**src/rtl/lsu_pkg.sv**
```systemverilog
// Shared definitions for the load/store unit: widths, state encoding,
// default memory size and the address range check.
package lsu_pkg;

    localparam int ADDR_W        = 8;
    localparam int DATA_W        = 8;
    localparam int TAG_W         = 3;
    localparam int MEM_WORDS_DEF = 32;

    // Control FSM: IDLE accepts requests, READ strobes memory,
    // WAIT captures the registered read data, RESP holds the load result.
    typedef enum logic [1:0] {
        IDLE = 2'd0,
        READ = 2'd1,
        WAIT = 2'd2,
        RESP = 2'd3
    } lsu_state_e;

    // True when a word address falls inside the implemented data memory.
    function automatic logic addr_in_range(input logic [ADDR_W-1:0] a, input int words);
        return (int'(a) < words);
    endfunction

endpackage

```
**src/rtl/load_store_unit_if.sv**
```systemverilog
// Bundle of the execute-side request, writeback response, data-memory
// and status signals of the load/store unit.
interface load_store_unit_if #(
    parameter int SB_DEPTH = 2
);
    import lsu_pkg::*;

    localparam int CNT_W = $clog2(SB_DEPTH + 1);

    // execute-stage request
    logic              req_valid;
    logic              req_ready;
    logic              req_write;
    logic [ADDR_W-1:0] req_addr;
    logic [DATA_W-1:0] req_wdata;
    logic [TAG_W-1:0]  req_rd;

    // writeback response
    logic              resp_valid;
    logic              resp_ready;
    logic [DATA_W-1:0] resp_data;
    logic [TAG_W-1:0]  resp_rd;
    logic              resp_fault;

    // data memory
    logic [ADDR_W-1:0] mem_addr;
    logic [DATA_W-1:0] mem_wdata;
    logic              mem_read;
    logic              mem_write;
    logic [DATA_W-1:0] mem_rdata;

    // status
    logic [CNT_W-1:0]  sb_count;
    logic              err_flag;

    // LSU side
    modport slave (
        input  req_valid, req_write, req_addr, req_wdata, req_rd,
        output req_ready,
        output resp_valid, resp_data, resp_rd, resp_fault,
        input  resp_ready,
        output mem_addr, mem_wdata, mem_read, mem_write,
        input  mem_rdata,
        output sb_count, err_flag
    );

    // core / memory side
    modport master (
        output req_valid, req_write, req_addr, req_wdata, req_rd,
        input  req_ready,
        input  resp_valid, resp_data, resp_rd, resp_fault,
        output resp_ready,
        input  mem_addr, mem_wdata, mem_read, mem_write,
        output mem_rdata,
        input  sb_count, err_flag
    );

endinterface

```
**src/rtl/load_store_unit_store_buffer.sv**
```systemverilog
// Store buffer: small FIFO of pending stores with a lookup that returns
// the data of the youngest entry matching a given address.
module store_buffer
    import lsu_pkg::*;
#(
    parameter  int SB_DEPTH = 2,
    localparam int PW       = (SB_DEPTH > 1) ? $clog2(SB_DEPTH) : 1,
    localparam int CNT_W    = $clog2(SB_DEPTH + 1)
) (
    input  logic              clk,
    input  logic              Reset,
    input  logic              i_push,
    input  logic [ADDR_W-1:0] i_push_addr,
    input  logic [DATA_W-1:0] i_push_data,
    input  logic              i_pop,
    output logic [ADDR_W-1:0] o_head_addr,
    output logic [DATA_W-1:0] o_head_data,
    output logic [CNT_W-1:0]  o_count,
    input  logic [ADDR_W-1:0] i_lk_addr,
    output logic              o_lk_hit,
    output logic [DATA_W-1:0] o_lk_data
);

    logic [ADDR_W-1:0] r_addr [SB_DEPTH];
    logic [DATA_W-1:0] r_data [SB_DEPTH];
    logic [PW-1:0]     r_head;
    logic [PW-1:0]     r_tail;
    logic [CNT_W-1:0]  r_count;
    logic [PW-1:0]     w_idx;

    // Pointer and occupancy bookkeeping; reset discards every pending entry.
    always_ff @(posedge clk or posedge Reset) begin
        if (Reset) begin
            r_head  <= '0;
            r_tail  <= '0;
            r_count <= '0;
        end else begin
            if (i_push)
                r_tail <= r_tail + PW'(1);
            if (i_pop)
                r_head <= r_head + PW'(1);
            case ({i_push, i_pop})
                2'b10:   r_count <= r_count + CNT_W'(1);
                2'b01:   r_count <= r_count - CNT_W'(1);
                default: r_count <= r_count;
            endcase
        end
    end

    // Entry storage; contents are only meaningful under the count, so no reset.
    always_ff @(posedge clk) begin
        if (i_push) begin
            r_addr[r_tail] <= i_push_addr;
            r_data[r_tail] <= i_push_data;
        end
    end

    // Scan oldest to youngest so the last match seen is the youngest store.
    always_comb begin
        o_lk_hit  = 1'b0;
        o_lk_data = '0;
        w_idx     = r_head;
        for (int i = 0; i < SB_DEPTH; i++) begin
            w_idx = r_head + PW'(i);
            if ((CNT_W'(i) < r_count) && (r_addr[w_idx] == i_lk_addr)) begin
                o_lk_hit  = 1'b1;
                o_lk_data = r_data[w_idx];
            end
        end
    end

    assign o_head_addr = r_addr[r_head];
    assign o_head_data = r_data[r_head];
    assign o_count     = r_count;

endmodule

```
**src/rtl/load_store_unit.sv**
```systemverilog
// Load/store unit: buffers stores and drains them to memory in order,
// serves loads by store-to-load forwarding, a memory read, or an
// out-of-range fault, and holds each load result until writeback takes it.
module load_store_unit
    import lsu_pkg::*;
#(
    parameter int SB_DEPTH  = 2,
    parameter int MEM_WORDS = MEM_WORDS_DEF
) (
    input  logic              clk,
    input  logic              Reset,
    load_store_unit_if.slave  bus
);

    localparam int CNT_W = $clog2(SB_DEPTH + 1);

    lsu_state_e        r_state;
    logic              r_resp_valid;
    logic              r_resp_fault;
    logic [DATA_W-1:0] r_resp_data;
    logic [TAG_W-1:0]  r_resp_rd;
    logic [ADDR_W-1:0] r_ld_addr;
    logic              r_err_flag;
    logic [ADDR_W-1:0] r_mem_addr;
    logic [DATA_W-1:0] r_mem_wdata;

    logic              w_ready;
    logic              w_accept;
    logic              w_in_range;
    logic              w_push;
    logic              w_drain;
    logic              w_mem_read;
    logic [ADDR_W-1:0] w_head_addr;
    logic [DATA_W-1:0] w_head_data;
    logic [CNT_W-1:0]  w_sb_count;
    logic              w_lk_hit;
    logic [DATA_W-1:0] w_lk_data;

    assign w_in_range = addr_in_range(bus.req_addr, MEM_WORDS);
    // Held low while Reset is asserted so acceptance begins the cycle after release.
    assign w_ready    = !Reset && (r_state == IDLE) && (w_sb_count < CNT_W'(SB_DEPTH));
    assign w_accept   = bus.req_valid && w_ready;
    assign w_push     = w_accept && bus.req_write && w_in_range;
    // The memory port belongs to the load only while in READ; every other
    // cycle it retires the oldest buffered store.
    assign w_mem_read = (r_state == READ);
    assign w_drain    = !w_mem_read && (w_sb_count != '0);

    store_buffer #(
        .SB_DEPTH (SB_DEPTH)
    ) u_sb (
        .clk         (clk),
        .Reset       (Reset),
        .i_push      (w_push),
        .i_push_addr (bus.req_addr),
        .i_push_data (bus.req_wdata),
        .i_pop       (w_drain),
        .o_head_addr (w_head_addr),
        .o_head_data (w_head_data),
        .o_count     (w_sb_count),
        .i_lk_addr   (bus.req_addr),
        .o_lk_hit    (w_lk_hit),
        .o_lk_data   (w_lk_data)
    );

    // Control FSM with registered response and sticky error outputs.
    always_ff @(posedge clk or posedge Reset) begin
        if (Reset) begin
            r_state      <= IDLE;
            r_resp_valid <= 1'b0;
            r_resp_fault <= 1'b0;
            r_resp_data  <= '0;
            r_resp_rd    <= '0;
            r_ld_addr    <= '0;
            r_err_flag   <= 1'b0;
        end else begin
            case (r_state)
                IDLE: begin
                    if (w_accept) begin
                        if (bus.req_write) begin
                            if (!w_in_range)
                                r_err_flag <= 1'b1;
                        end else begin
                            r_resp_rd <= bus.req_rd;
                            if (!w_in_range) begin
                                r_resp_data  <= '0;
                                r_resp_fault <= 1'b1;
                                r_resp_valid <= 1'b1;
                                r_state      <= RESP;
                            end else if (w_lk_hit) begin
                                r_resp_data  <= w_lk_data;
                                r_resp_fault <= 1'b0;
                                r_resp_valid <= 1'b1;
                                r_state      <= RESP;
                            end else begin
                                r_ld_addr <= bus.req_addr;
                                r_state   <= READ;
                            end
                        end
                    end
                end
                READ: begin
                    r_state <= WAIT;
                end
                WAIT: begin
                    r_resp_data  <= bus.mem_rdata;
                    r_resp_fault <= 1'b0;
                    r_resp_valid <= 1'b1;
                    r_state      <= RESP;
                end
                RESP: begin
                    if (bus.resp_ready) begin
                        r_resp_valid <= 1'b0;
                        r_state      <= IDLE;
                    end
                end
                default: r_state <= IDLE;
            endcase
        end
    end

    // Remember the last address/data put on the memory port so it holds when idle.
    always_ff @(posedge clk or posedge Reset) begin
        if (Reset) begin
            r_mem_addr  <= '0;
            r_mem_wdata <= '0;
        end else if (w_mem_read) begin
            r_mem_addr <= r_ld_addr;
        end else if (w_drain) begin
            r_mem_addr  <= w_head_addr;
            r_mem_wdata <= w_head_data;
        end
    end

    assign bus.req_ready  = w_ready;
    assign bus.resp_valid = r_resp_valid;
    assign bus.resp_data  = r_resp_data;
    assign bus.resp_rd    = r_resp_rd;
    assign bus.resp_fault = r_resp_fault;
    assign bus.mem_read   = w_mem_read;
    assign bus.mem_write  = w_drain;
    assign bus.mem_addr   = w_mem_read ? r_ld_addr : (w_drain ? w_head_addr : r_mem_addr);
    assign bus.mem_wdata  = w_drain ? w_head_data : r_mem_wdata;
    assign bus.sb_count   = w_sb_count;
    assign bus.err_flag   = r_err_flag;

endmodule

```
**src/flat_wrapper.sv**
```systemverilog
// flat-port wrapper written by rule: the top's interface ports become plain ports
module load_store_unit_flat import lsu_pkg::*;
#(
    parameter int SB_DEPTH  = 2,
    parameter int MEM_WORDS = MEM_WORDS_DEF
)
  (clk, Reset, bus_req_valid, bus_req_write, bus_req_addr, bus_req_wdata, bus_req_rd, bus_req_ready, bus_resp_valid, bus_resp_data, bus_resp_rd, bus_resp_fault, bus_resp_ready, bus_mem_addr, bus_mem_wdata, bus_mem_read, bus_mem_write, bus_mem_rdata, bus_sb_count, bus_err_flag);
  load_store_unit_if #(.SB_DEPTH(SB_DEPTH)) bus_i ();
  input  logic clk;
  input  logic Reset;
  input wire logic [$bits(bus_i.req_valid)-1:0] bus_req_valid;
  input wire logic [$bits(bus_i.req_write)-1:0] bus_req_write;
  input wire logic [$bits(bus_i.req_addr)-1:0] bus_req_addr;
  input wire logic [$bits(bus_i.req_wdata)-1:0] bus_req_wdata;
  input wire logic [$bits(bus_i.req_rd)-1:0] bus_req_rd;
  output wire logic [$bits(bus_i.req_ready)-1:0] bus_req_ready;
  output wire logic [$bits(bus_i.resp_valid)-1:0] bus_resp_valid;
  output wire logic [$bits(bus_i.resp_data)-1:0] bus_resp_data;
  output wire logic [$bits(bus_i.resp_rd)-1:0] bus_resp_rd;
  output wire logic [$bits(bus_i.resp_fault)-1:0] bus_resp_fault;
  input wire logic [$bits(bus_i.resp_ready)-1:0] bus_resp_ready;
  output wire logic [$bits(bus_i.mem_addr)-1:0] bus_mem_addr;
  output wire logic [$bits(bus_i.mem_wdata)-1:0] bus_mem_wdata;
  output wire logic [$bits(bus_i.mem_read)-1:0] bus_mem_read;
  output wire logic [$bits(bus_i.mem_write)-1:0] bus_mem_write;
  input wire logic [$bits(bus_i.mem_rdata)-1:0] bus_mem_rdata;
  output wire logic [$bits(bus_i.sb_count)-1:0] bus_sb_count;
  output wire logic [$bits(bus_i.err_flag)-1:0] bus_err_flag;
  assign bus_i.req_valid = bus_req_valid;
  assign bus_i.req_write = bus_req_write;
  assign bus_i.req_addr = bus_req_addr;
  assign bus_i.req_wdata = bus_req_wdata;
  assign bus_i.req_rd = bus_req_rd;
  assign bus_req_ready = bus_i.req_ready;
  assign bus_resp_valid = bus_i.resp_valid;
  assign bus_resp_data = bus_i.resp_data;
  assign bus_resp_rd = bus_i.resp_rd;
  assign bus_resp_fault = bus_i.resp_fault;
  assign bus_i.resp_ready = bus_resp_ready;
  assign bus_mem_addr = bus_i.mem_addr;
  assign bus_mem_wdata = bus_i.mem_wdata;
  assign bus_mem_read = bus_i.mem_read;
  assign bus_mem_write = bus_i.mem_write;
  assign bus_i.mem_rdata = bus_mem_rdata;
  assign bus_sb_count = bus_i.sb_count;
  assign bus_err_flag = bus_i.err_flag;
  load_store_unit #(.SB_DEPTH(SB_DEPTH), .MEM_WORDS(MEM_WORDS)) u_core (.clk(clk), .Reset(Reset), .bus(bus_i));
endmodule
```
**config.mk**
```make
export PLATFORM = sky130hd
export DESIGN_NAME = load_store_unit_flat
export DESIGN_NICKNAME = d
export VERILOG_FILES = /design/src/rtl/lsu_pkg.sv /design/src/rtl/load_store_unit_if.sv /design/src/rtl/load_store_unit_store_buffer.sv /design/src/rtl/load_store_unit.sv /design/src/flat_wrapper.sv
export SDC_FILE = /design/constraint.sdc
export NUM_CORES = 1
export LEC_CHECK = 0
export BUFFER_PORTS_ARGS = -buffer_cell sky130_fd_sc_hd__buf_2
export CORE_MARGIN = 3
export CORE_UTILIZATION = 55
export DETAILED_ROUTE_END_ITERATION = 10
export PLACE_DENSITY = 0.87
export SLEW_MARGIN = 20
export SYNTH_ARGS = -nofsm -noshare
export SYNTH_HDL_FRONTEND = slang
export SYNTH_SLANG_ARGS = --single-unit
```
**constraint.sdc**
```tcl
create_clock -name clk -period 3.6 [get_ports clk]
set_input_delay 0.54 -clock clk [delete_from_list [all_inputs] [get_ports clk]]
set_output_delay 0.54 -clock clk [all_outputs]
set_load 0.005 [all_outputs]
```
# Word level (Yosys, flattened, before mapping)
# Memories as Yosys holds them, arrays and structs flattened.
# Index checks and enable logic that the tools add are counted.
[word_totals]
out_inout_bits = 35
mem_count = 2
word_cells = 89
in_bits = 32
ramBits = 32
ff_bits = 44
[memory_table]
columns = ["memory", "depth", "word_bits", "rd", "rd_ports_with_merged_regs", "write_ports", "line_no", "source"]
rows = [
  ["u_core.u_sb.r_addr", 2, 8, 2, 0, 1, "load_store_unit_store_buffer.sv:24", "logic [ADDR_W-1:0] r_addr [SB_DEPTH];"],
  ["u_core.u_sb.r_data", 2, 8, 2, 0, 1, "load_store_unit_store_buffer.sv:25", "logic [DATA_W-1:0] r_data [SB_DEPTH];"],
]
[op_classes]
n_addsub = 4
n_eq_ne = 11
magnitude_cmp = 4
n_bitwise = 3
n_mux = 32
reduce_logical = 21
[ops]
columns = ["operator", "count"]
rows = [
  ["2-to-1 mux 8 bit", 9],
  ["== test 8 bit", 2],
  ["case mux 8 bit (2 select lines)", 1],
  ["2-to-1 mux 1 bit", 13],
  ["2-to-1 mux 2 bit", 5],
  ["AND reduction 5 bit", 2],
  ["logical AND 1 bit", 8],
  ["< comparator 8 x 6 -> 1 bit, second input constant", 1],
  ["case mux 2 bit (4 select lines)", 1],
  ["AND reduction 4 bit", 2],
  ["== test 2 bit, second input constant", 3],
  ["AND reduction 3 bit", 2],
  ["nonzero test 2 bit", 3],
  ["== test 2 x 1 -> 1 bit, second input constant", 2],
  ["< comparator 1 x 2 -> 1 bit, first input constant", 2],
  ["inequality test 2 bit, second input constant", 2],
  ["case mux 2 bit (2 select lines)", 1],
  ["inequality test 3 bit, second input constant", 1],
  ["inverter 1 bit", 3],
  ["case mux 1 bit (3 select lines)", 1],
  ["nonzero test 3 bit", 1],
  ["adder 1 bit, second input constant", 2],
  ["adder 2 x 1 -> 2 bit, second input constant", 1],
  ["zero test 1 bit", 2],
  ["other kinds (5)", 5],
]

# Logic depth before layout (Yosys ltp)
# Gate-level depths: netlist of the first run.
# An unclocked memory read counts as a cell.
[logic_depth]
word_depth = 10
ltp_mapped = 11
depth_no_buf = 9

# Modules after synthesis
# From an unflattened synthesis of the first run, not the netlist that was laid out.
[hier_totals]
cells_unflattened = 318
area_unflattened_um2 = 3983.8
[modules_own_cells]
columns = ["module", "instances", "seq_area_each_um2", "cells_each", "area_each_um2"]
rows = [
  ["store_buffer", 1, 1061.0, 149, 2021.9],
  ["load_store_unit", 1, 1001.0, 169, 1961.9],
]

# Worst setup path after synthesis of the first run
# No wires, ideal clock.
[synth_path]
path_type = "reg-to-reg"
from = "register u_core.r_state[0]"
to = "memory u_core.u_sb.r_addr[1][0] (enable)"
stages_incl_launch_ff = 7
arrival_ps = 2025
path_buffers = 0
slack_ps = 1186
setup_ps = 389
synth_period_minus_slack_ps = 2414
t_required_ps = 3211
path_cell_list = "dfrtp_1 inv_1 ha_1 nor3b_1 and2_1 nand3_1 nor2_1"
[synth_between]
elab_chain_cells = 8
[synth_rtl]
columns = ["element", "line_no", "source"]
rows = [
  ["start, declared", "load_store_unit.sv:17", "lsu_state_e r_state;"],
  ["start signal, assigned", "load_store_unit.sv:69", "r_state <= IDLE;"],
  ["start signal, assigned", "load_store_unit.sv:89", "r_state <= RESP;"],
  ["start signal, assigned", "load_store_unit.sv:94", "r_state <= RESP;"],
  ["zero test 2 bit", "load_store_unit.sv:41", "assign w_ready = !Reset && (r_state == IDLE) && (w_sb_count < CNT_W'(SB_DEPTH));"],
  ["logical AND 1 bit (2 in a row)", "load_store_unit.sv:41", ""],
  ["named net bus_req_ready", "flat_wrapper.sv:16", "output wire logic [$bits(bus_i.req_ready)-1:0] bus_req_ready;"],
  ["logical AND 1 bit", "load_store_unit.sv:42", "assign w_accept = bus.req_valid && w_ready;"],
  ["logical AND 1 bit (2 in a row)", "load_store_unit.sv:43", "assign w_push = w_accept && bus.req_write && w_in_range;"],
  ["2-to-1 mux 1 bit", "load_store_unit_store_buffer.sv:52", "if (i_push) begin"],
  ["2-to-1 mux 1 bit (implied by the code)", "load_store_unit_store_buffer.sv:53", "r_addr[r_tail] <= i_push_addr;"],
  ["end, declared", "load_store_unit_store_buffer.sv:24", ""],
]
# The timed path passes the listed nets, and every way through them passes these cells.

# Worst setup path in the final report of the first run
[layout_path]
from = "register u_core.r_state[0]"
to = "register u_core.r_resp_data[0], in the netlist u_core.bus.resp_data[0]"
[layout_between]
elab_chain_cells = 6
word_cells_on_any_way = 11
classes_between = "4 x eq/ne; 1 x mux; 6 x reduce/logical"
[layout_rtl]
columns = ["element", "line_no", "source"]
rows = [
  ["zero test 2 bit", "load_store_unit.sv:41, load_store_unit.sv:77", ""],
  ["logical AND 1 bit (2 in a row)", "load_store_unit.sv:41", ""],
  ["logical AND 1 bit", "load_store_unit.sv:42", ""],
  ["inequality test 2 x 1 -> 1 bit (no source line)", "--", ""],
  ["AND reduction 4 bit (no source line)", "--", ""],
  ["end signal, assigned", "load_store_unit.sv:91", "r_resp_data <= w_lk_data;"],
  ["end signal, assigned", "load_store_unit.sv:106", "r_resp_data <= bus.mem_rdata;"],
  ["end, declared", "load_store_unit.sv:20", "logic [DATA_W-1:0] r_resp_data;"],
]
# Several ways; a longest one is shown, not always the timed one.
# A chain may end at the register's enable or synchronous reset.

==> run_results.csv, run 1 <==
group,metric,value,unit
run_status,status,"complete, no violations",
sta,finClkSkew,9.411,ps
route,first_iter_violations,201,
setup_path,cpMaxStageDelayCell,"nor2b_1",
yosys,synth_cells,330,
yosys,synthesis.area,0.003812,mm2
floorplanning,fp.dieH,89.26,um
yosys,syn_avg_cell_area,11.55,um2
run,cap_violations,0,
placement,io_buffers,66,
yosys,synth_edf_count,32,
yosys,syn_nets,370,
yosys,synth.distinct_cells,46,
setup_path,arrival,2990,ps
route,wire_per_inst,16.48,um
floorplanning,rows,29,
cts,tritoncts,"done",
layout,final.fill_count,464,
sta,fin_tns_setup,0,ps
global_routing,grt_max_degree,45,
route,vias_per_cell,5.667,
cts,clkTransAtPathRegs,80,ps
setup_path,cp-end-kind,"register",
setup_path,required,3860,ps
sta,setup_viol,0,
pwr,powerDensity,761.1,mW/mm2
cts,cts.repair.resized,0,
sta,finalHoldViolations,0,
yosys,yosysWarnings,0,
sta,worst_slew_pin_slew,790.3,ps
cts,ctsHoldBuffers,0,
floorplanning,die-area,0.007966,mm2
layout,final_layout_size_suffix_gt1_share,25.80,%
cts,cts_sinks,76,
pwr,irDropWorstVdd,0.2685,mV
setup_path,path_class,"reg2reg",
setup_path,r2r_end,"u_core.bus.resp_data[0]",
floorplanning,ios,67,
sta,slew-limit-headroom,46.90,%
route,wl,7975,um
sta,fin_crit_sh,75.78,%
route,drc,0,
placement,gp_congestion,0.8345,
route,route.vias.total,2743,
floorplanning,fp.coreArea,0.006531,mm2
placement,dp_hpwl,5626,um
layout,area_growth,15.92,%
setup_path,r2r-start,"u_core.r_state[0]",
global_routing,grt_use_total,20.83,%
layout,utilization,67.66,%
layout,diodes,0,
cts,clk_latency,350,ps
sta,holdWs,347.6,ps
yosys,synth_ff_type,"dfrtp_1",
sta,slew_viol_final,0,
floorplanning,die_x,89.26,um
setup_path,reg2reg_slack,870,ps
sta,period_minus_slack,2728,ps
floorplanning,start_util,58.37,%
route,drt_first_pass_iters,5,
yosys,synth_seq_cells,76,
global_routing,grt_pass1_vias,2575,
setup_path,cp.buffers_inverters,2,
layout,nNetsFinal,442,
cts,tritoncts.num_buffers,9,
yosys,ys_seq_area_share,54.09,%
setup_path,worstPathCellList,"inv_1, ha_1, nor3b_1, and2_1, nor2b_1, a21oi_1, a31oi_1, buf_4, nand3b_1, o21ai_1",
setup_path,cpPeakStageDelay,470,ps
route,antenna_left,0,
global_routing,grt_pass1_wl,12400,um
global_routing,grt_overflow,0,
setup_path,reg2reg_depth,10,
cts,root_buffer,"clkbuf_8",
setup_path,cp-startpoint,"u_core.r_state[0]",
setup_path,path_delay_family,"simple AND/OR/NAND/NOR gates",
setup_path,cp_max_fo,11,
cts,cts_setup_buffers,0,
sta,rsz0062_at_grt,"no",
setup_path,startpoint_type,"register",
sta,max_freq,0.3666,GHz
yosys,synthArstFlopShare,57.89,%
min_path,hold_path.class,"in2async",
global_routing,grt_antenna_before_repair,0,
cts,cts_buffer_depth,2,
cts,h-tree-depth,3,
pwr,leakage,0.002004,uW
==> state kept, by name (all words and copies together), names as in the netlist, 2 cells and up <==
| signal | count |
|---|---|
| u_core.r_state | 2 |
| u_core.u_sb.r_data | 16 |
| u_core.bus.resp_data | 8 |
| u_core.r_mem_wdata | 8 |
| u_core.r_mem_addr | 8 |
| u_core.u_sb.o_count | 2 |
| u_core.bus.resp_rd | 3 |
| u_core.r_ld_addr | 8 |
| u_core.u_sb.r_addr | 16 |
==> final cells by class <==
| type | instances | area (um2) | share of cell area (%) |
|---|---|---|---|
| sequential | 76 | 2062 | 46.66 |
| multi-input combinational | 219 | 1604 | 36.30 |
| timing repair buffer | 77 | 412.9 | 9.343 |
| clock buffer | 14 | 162.7 | 3.681 |
| tap | 77 | 96.34 | 2.180 |
| inverter | 19 | 71.32 | 1.614 |
| clock inverter | 2 | 10.01 | 0.2265 |
==> worst max-delay path by stage <==
stage	cells after the start	endpoint	slack (ps)
after global placement	10	u_core.bus.resp_data[0]	1040
after detailed placement	8	u_core.bus.resp_valid	900
after CTS	10	u_core.bus.resp_data[0]	850
after floorplan	6	u_core.u_sb.r_addr[1][0]	1190
final	10	u_core.bus.resp_data[0]	870
after global routing	10	u_core.bus.resp_data[0]	580
==> worst register-to-register path: cells and delay by family (launching register included) <==
family | cells | cell delay, ps
buffers and inverters | 2 | 350
and+or+nand+nor | 4 | 1220
AOI/OAI and AO/OA | 3 | 470
adders and majority gates | 1 | 220
DFF | 1 | 400
==> cells by family (layout without fill, tap and decap cells) <==
| family | after synthesis | after routing | share of synthesized area, % |
|---|---|---|---|
| compound gates | 77 | 77 | 12.54 |
| xor+xnor | 20 | 20 | 4.595 |
| fa+ha+maj | 8 | 8 | 2.626 |
| buf+inv | 35 | 112 | 3.840 |
| flops | 76 | 76 | 54.09 |
| mux | 41 | 41 | 11.06 |
| simple gates | 73 | 73 | 11.26 |
==> per-layer routing <==
layer  GRT usage (%)  share of wire (%)  up-vias  wire [um]
met2           33.36                 48       89       3817
met1           28.44                 45     1316       3620
met3           3.226                5.2       10        415
met5               0                  0        -          0
met4           8.660                1.5        0        121
li1                -                  -     1328          -
==> placed cells by master, fill, tap and decap left out, drive strengths merged, types with 2 or more instances in the layout <==
cell and n:
nor2 11, xnor2 14, nor3 12, clkbuf 14, a21o 17, o22ai 9
nand3b 3, a21oi 2, edfxtp 32, inv 17, nor4 3, xor2 6
a211oi 10, nand2b 2, nand2 12, nor3b 9, dfrtp 44, ha 8
mux2 9, o21ai 35, buf 77, clkinv 4, and2 12, mux2i 32
==> cell usage after synthesis, types with 2 or more instances <==
| cell type | instances | area share (%) |
|---|---|---|
| xnor2_1 | 14 | 3.2 |
| a21o_1 | 17 | 3.3 |
| xor2_1 | 6 | 1.4 |
| inv_1 | 18 | 1.8 |
| dfrtp_1 | 44 | 29 |
| edfxtp_1 | 32 | 25 |
| nand2_1 | 11 | 1.1 |
| mux2i_1 | 32 | 8.4 |
| clkbuf_1 | 9 | 0.89 |
| buf_2 | 3 | 0.39 |
| nor3b_1 | 9 | 1.8 |
| nor4_1 | 2 | 0.33 |
| nor2_1 | 11 | 1.1 |
| nand2b_1 | 2 | 0.33 |
| o22ai_1 | 9 | 1.5 |
| a21oi_1 | 2 | 0.26 |
| nand3b_1 | 3 | 0.59 |
| a211oi_1 | 9 | 1.8 |
| mux2_2 | 8 | 2.4 |
| o21ai_0 | 21 | 2.8 |
| buf_1 | 2 | 0.20 |
| o21ai_1 | 14 | 1.8 |
| and2_1 | 12 | 2.0 |
| ha_1 | 8 | 2.6 |
| nor3_1 | 11 | 1.4 |
==> through the flow <==
stage / total power (uW) / setup slack (ps) / cells / instance area, um2
after detailed placement: 2800 / 899.4 / 468 / 4247
after global routing: 3621 / 576.9 / 484 / 4419
after floorplan: 2318 / 1186 / 330 / 3812
after global placement: 2725 / 1044 / 468 / 4247
after CTS: 3383 / 848.2 / 484 / 4419
final: 3364 / 872.0 / 484 / 4419
==> report_power, final <==
group / switching (uW) / total (uW) / internal [uW]
clock network: 294 / 581 / 287
registers: 99.6 / 1220 / 1120
logic: 836 / 1560 / 724
total: 1230 / 3360 / 2130
No activity file was read; power rests on OpenSTA's default activity.
==> inputs of run 2 (changes only) <==
--- a/config.mk
+++ b/config.mk
@@ -7,9 +7,9 @@
 export LEC_CHECK = 0
 export BUFFER_PORTS_ARGS = -buffer_cell sky130_fd_sc_hd__buf_2
 export CORE_MARGIN = 3
-export CORE_UTILIZATION = 55
+export CORE_UTILIZATION = 50
 export DETAILED_ROUTE_END_ITERATION = 10
-export PLACE_DENSITY = 0.87
+export PLACE_DENSITY = 0.83
 export SLEW_MARGIN = 20
 export SYNTH_ARGS = -nofsm -noshare
 export SYNTH_HDL_FRONTEND = slang
==> constraint.sdc (replaced) <==
create_clock -name clk -period 2.36 [get_ports clk]
set_input_delay 0.354 -clock clk [delete_from_list [all_inputs] [get_ports clk]]
set_output_delay 0.354 -clock clk [all_outputs]
set_load 0.005 [all_outputs]
==> run 2 against run 1 <==
  * Register-to-register slack got worse by 1100 ps
  * The flow now finishes with violations (setup timing)
  * Critical path depth fell by 2
  * Largest cell class unchanged
  * Final area rose by 9.1%
  * Largest power group unchanged
  * Highest routed layer unchanged
==> run_results.csv, run 2 (synthesis results as in run 1) <==
group,metric,value,unit
route,antenna_left,0,
route,drc,0,
sta,finalHoldViolations,0,
cts,tritoncts,"done",
global_routing,grt_use_total,21.30,%
run,cap_violations,0,
route,wire_per_inst,17.74,um
sta,holdWs,41.83,ps
setup_path,path_class,"reg2reg",
sta,max_freq,0.3911,GHz
pwr,powerDensity,1193,mW/mm2
sta,period_minus_slack,2557,ps
placement,dp_hpwl,6165,um
sta,rsz0062_at_grt,"yes",
route,wl,9351,um
layout,diodes,0,
setup_path,worst_path_most_repeated_cell,"o21ai_1",
floorplanning,die-area,0.008709,mm2
setup_path,startpoint_type,"register",
layout,mostFrequentLayoutCells,"buf_2, dfrtp_1, edfxtp_1, buf_4, mux2i_1",
run_status,violations,"setup timing",
route,route.vias.total,3005,
setup_path,path_delay_family,"simple AND/OR/NAND/NOR gates",
global_routing,grt_pass1_vias,2872,
sta,fin_crit_sh,108.3,%
sta,worst_slew_pin_slew,432.0,ps
floorplanning,fp.dieH,93.32,um
setup_path,cpPeakStageDelay,520,ps
min_path,hold_path.class,"in2async",
floorplanning,ios,67,
global_routing,grt_antenna_before_repair,0,
setup_path,required,2650,ps
sta,slew-limit-headroom,70.90,%
global_routing,grt_pass1_wl,14270,um
cts,clkTransAtPathRegs,80,ps
sta,finClkSkew,11.24,ps
layout,nNetsFinal,463,
run_status,status,"finished, violations left",
sta,fin_tns_setup,-1647,ps
setup_path,worstPathCellList,"buf_12, mux2i_4, nor4b_2, o21ai_0, or4_4, o21ai_1, o22ai_1, o21ai_1",
sta,setup_slack,-197.0,ps
placement,io_buffers,66,
route,drt_first_pass_iters,5,
pwr,leakage,0.002141,uW
cts,clk_latency,360,ps
layout,area_growth,26.52,%
layout,final_common_cell,"buf_2",
setup_path,arrival,2850,ps
cts,root_buffer,"clkbuf_8",
pwr,irDropWorstVdd,0.4566,mV
setup_path,cp-end-kind,"register",
route,first_iter_violations,350,
cts,cts_buffer_depth,2,
global_routing,grt_overflow,0,
cts,ctsHoldBuffers,0,
route,vias_per_cell,5.702,
floorplanning,fp.coreArea,0.007331,mm2
setup_path,cpMaxStageDelayCell,"or4_4",
cts,cts_sinks,76,
floorplanning,die_x,93.32,um
setup_path,cp.buffers_inverters,1,
layout,layout.cells.non_filler,527,
floorplanning,start_util,52.01,%
layout,final_layout_size_suffix_gt1_share,34.81,%
setup_path,cp_max_fo,8,
cts,tritoncts.num_buffers,9,
global_routing,grt_max_degree,27,
cts,h-tree-depth,3,
floorplanning,rows,31,
sta,slew_viol_final,0,
sta,setup_viol,14,
placement,dp.cells,502,
layout,reg_top3,"u_core.u_sb.r_addr: 16 flops, u_core.u_sb.r_data: 16 flops",
layout,utilization,65.80,%
placement,gp_congestion,0.8334,
[run 2: cell types whose count changed in the layout (fill, tap and decap cells not counted), sizes merged]
| cell | change |
|---|---|
| clkinvlp | +2 |
| bufinv | +1 |
| buf | +21 |
| clkbuf | -3 |
[run 2: what timing repair did]
action	CTS	global route
gates resized for setup	21	13
setup endpoints to repair	16	19
buffers inserted	5	2
cloned	2	0
pin swaps	6	10
[run 2: where the power goes]
| part | internal [uW] | leakage, uW | switching (uW) |
|---|---|---|---|
| Sequential | 1710 | 0.000841 | 171 |
| Clock | 552 | 0.000101 | 488 |
| Combinational | 1380 | 0.00120 | 1460 |
| Total | 3640 | 0.00214 | 2110 |
[run 2: worst reg2reg max path, delay by kind of cell, from the launching register on]
family,cells,cell delay (ps)
simple gates,2,850
compound gates,4,730
flops,1,440
mux,1,290
buf+inv,1,180
[run 2: path summary, 6_finish.rpt]
kind / startpoint / end / slack, ps / cells after the start
max in group asynchronous: Reset / u_core.u_sb.r_head / 2070 / 3
hold reg to reg: u_core.r_mem_wdata[4] / u_core.r_mem_wdata[4] / 470 / 2
min in group clk: bus_req_wdata[1] / u_core.u_sb.r_data[0][1] / 190 / 1
setup reg to reg: u_core.u_sb.r_head / u_core.bus.resp_data[0] / -200 / 8
hold / removal: Reset / u_core.bus.resp_data[0] / 40 / 3
setup / recovery: u_core.u_sb.r_head / u_core.bus.resp_data[0] / -200 / 8
[run 2: layout make-up]
cell class | instances | area, um2
flip-flops and latches | 76 | 2063
multi-input cells | 219 | 1743
inverters | 19 | 71.32
well taps | 99 | 123.9
clock buffers | 11 | 152.6
fillers | 513 | 2507
repair buffers | 98 | 610.6
clock inverters | 5 | 58.81
[run 2: through the flow]
stage                     setup WS (ps)  cell area (um2)  total power, uW
after global routing             -224.7             4823             6100
after detailed placement         -155.7             4377             4392
final                            -197.0             4823             5756
after CTS                        -108.4             4742             5645
after floorplan                  -53.75             3819             3551
after global placement           -13.31             4377             4250
[run 2: routing by layer]
metal | vias to the layer above | GRT usage (%) | share of wire, %
li1 | 1377 | - | -
met1 | 1464 | 26.79 | 42
met2 | 130 | 35.62 | 49
met3 | 34 | 4.425 | 5.8
met4 | 0 | 9.035 | 3.1
met5 | - | 0 | 0
==> inputs of run 3 (changes only) <==
--- a/config.mk
+++ b/config.mk
@@ -6,7 +6,6 @@
 export NUM_CORES = 1
 export LEC_CHECK = 0
 export BUFFER_PORTS_ARGS = -buffer_cell sky130_fd_sc_hd__buf_2
-export CORE_MARGIN = 3
 export CORE_UTILIZATION = 50
 export DETAILED_ROUTE_END_ITERATION = 10
 export PLACE_DENSITY = 0.83
==> run 3 against run 2 <==
  * The run still ends with setup timing left
  * Clock power shrank 9%
  * First-iteration DRC count shrank 45%
  * Hold slack gained 18 ps
  * Sequential power is essentially flat
  * Die area shrank 8.4%
  * Sequential share of layout area shrank 0.20 points
  * Critical path type unchanged
  * Critical endpoint is now u_core.bus.resp_valid
  * Largest cell class unchanged
==> run_results.csv, run 3 (synthesis results as in run 1) <==
group,metric,value,unit
global_routing,grt_max_degree,27,
cts,root_buffer,"clkbuf_8",
layout,multiInputGateArea,0.001754,mm2
route,highest_layer,"met4",
global_routing,grt_use_total,23.42,%
cts,clkTransAtPathRegs,80,ps
sta,slew_viol_final,0,
pwr,leakage,0.002160,uW
global_routing,grt_pass1_wl,13740,um
global_routing,grt_overflow,0,
layout,layout.cells.non_filler,530,
pwr,swShare,36.65,%
setup_path,required,2600,ps
pwr,powerDensity,1170,mW/mm2
sta,setup_viol,14,
route,first_iter_violations,191,
setup_path,r2r_end,"u_core.bus.resp_valid",
cts,clk_latency,350,ps
route,route.vias.total,2925,
layout,area_growth,27.11,%
placement,dpl-instance-area,0.004392,mm2
setup_path,startpoint_type,"register",
layout,fin_area,0.004846,mm2
cts,cts_sinks,76,
cts,h-tree-depth,3,
setup_path,reg2reg_slack,-140,ps
pwr,p_sw,2078,uW
route,drc,0,
global_routing,grt_pass1_vias,2856,
sta,setup_slack,-136.1,ps
layout,final_common_cell,"buf_2",
run,cap_violations,0,
route,met1_length,3951,um
pwr,comb_power_share,50.1,%
setup_path,cp_max_fo,7,
floorplanning,die-area,0.007978,mm2
floorplanning,fp.coreArea,0.007331,mm2
route,vias_per_cell,5.519,
floorplanning,die_x,89.32,um
setup_path,reg2reg_depth,8,
floorplanning,rows,31,
placement,dp_hpwl,5824,um
route,drt_first_pass_iters,4,
layout,seqCellArea,0.002063,mm2
layout,final.fill_count,522,
route,wl,8782,um
run_status,violations,"setup timing",
route,antenna_left,0,
setup_path,r2r-start,"u_core.u_sb.r_head",
min_path,hold_path.class,"in2async",
layout,nNetsFinal,466,
sta,worst_slew_pin_slew,398.3,ps
layout,reg_top3,"u_core.u_sb.r_addr: 16 flops, u_core.u_sb.r_data: 16 flops",
sta,holdWs,60.21,ps
pwr,pwr-share-seq,33.1,%
route,wl_met2,4096,um
layout,final_layout_size_suffix_gt1_share,36.66,%
cts,tritoncts.num_buffers,9,
layout,mostFrequentLayoutCells,"buf_2, dfrtp_1, edfxtp_1, buf_4, o21ai_0",
layout,diodes,0,
sta,period_minus_slack,2496,ps
pwr,pwr-share-clk,16.8,%
placement,io_buffers,66,
route,wire_per_inst,16.57,um
setup_path,path_class,"reg2reg",
placement,dp.cells,504,
sta,max_freq,0.4006,GHz
sta,slew-limit-headroom,73.45,%
pwr,p_int,3593,uW
setup_path,cp-end-kind,"register",
floorplanning,start_util,52.01,%
pwr,irDropWorstVdd,0.4860,mV
cts,cts_buffer_depth,2,
floorplanning,ios,67,
cts,tritoncts,"done",
sta,rsz0062_at_grt,"yes",
placement,gp_congestion,0.8001,
setup_path,arrival,2730,ps
run_status,status,"finished, violations left",
route,met3_length,468,um
sta,fin_crit_sh,105.8,%
global_routing,grt_antenna_before_repair,0,
sta,finClkSkew,9.844,ps
floorplanning,fp.dieH,89.32,um
sta,finalHoldViolations,0,
## run 3: timing repair
| item | 4_1_cts | 5_1_grt |
|---|---|---|
| pin swaps | 6 | 5 |
| endpoints found under the setup margin | 16 | 33 |
| setup buffers | 5 | 3 |
| cloned | 2 | 0 |
| endpoints found under the hold margin | 0 | 0 |
| gates resized for setup | 18 | 22 |
| hold buffers | 0 | 0 |
## run 3: how the worst max path moves through the flow
stage | startpoint | endpoint | slack (ps) | depth (start not counted)
6_report | u_core.u_sb.r_head | u_core.bus.resp_valid | -140 | 8
5_1_grt | u_core.u_sb.r_head | u_core.bus.resp_valid | -230 | 8
4_1_cts | u_core.u_sb.r_head | u_core.bus.resp_data[2] | -60 | 9
3_5_place_dp | u_core.u_sb.r_head | u_core.bus.resp_data[5] | -150 | 9
3_3_place_gp | u_core.u_sb.r_head | u_core.bus.resp_data[0] | -90 | 9
2_1_floorplan | u_core.r_state[0] | u_core.u_sb.r_addr[1][0] | -50 | 6
## run 3: area by class of cell
cell class | count | area share [%]
multi-input cells | 219 | 36.20
clock inverters | 5 | 0.6971
clock buffers | 11 | 3.357
well taps | 99 | 2.556
inverters | 19 | 1.472
flip-flops and latches | 76 | 42.58
repair buffers | 101 | 13.14
## run 3: routing by layer
layer | up-vias | track usage (%)
met3 | 25 | 5.633
met4 | 0 | 11.40
met1 | 1415 | 30.71
li1 | 1379 | -
met2 | 106 | 36.71
met5 | - | 0
## run 3: worst max-delay path: stages (launching register included)
cell      delay [ps]
dfrtp_2          440
buf_16           160
mux2i_1          260
xnor2_1          130
nand3b_1         210
or3_4            440
and3_4           210
a211oi_2         210
mux2_1           340
## run 3: power groups by stage
stage          logic (uW)  clock network [uW]  registers [uW]
3_5_place_dp         2490                   0            1890
5_1_grt              3140                1030            1910
4_1_cts              2670                 961            1880
2_1_floorplan        1670                   0            1880
6_report             2840                 951            1880
3_3_place_gp         2400                   0            1870
## run 3: per-stage QoR
| stage | setup slack [ps] | total power [uW] | utilization, % | setup TNS (ps) |
|---|---|---|---|---|
| floorplan | -53.75 | 3551 | - | -1719 |
| global placement | -87.04 | 4273 | 59.91 | -714.1 |
| global route | -231.0 | 6078 | 66.10 | -2463 |
| detailed placement | -149.1 | 4384 | 59.91 | -1263 |
| CTS | -63.37 | 5505 | 64.45 | -430.6 |
| finish | -136.1 | 5671 | 66.10 | -719.7 |
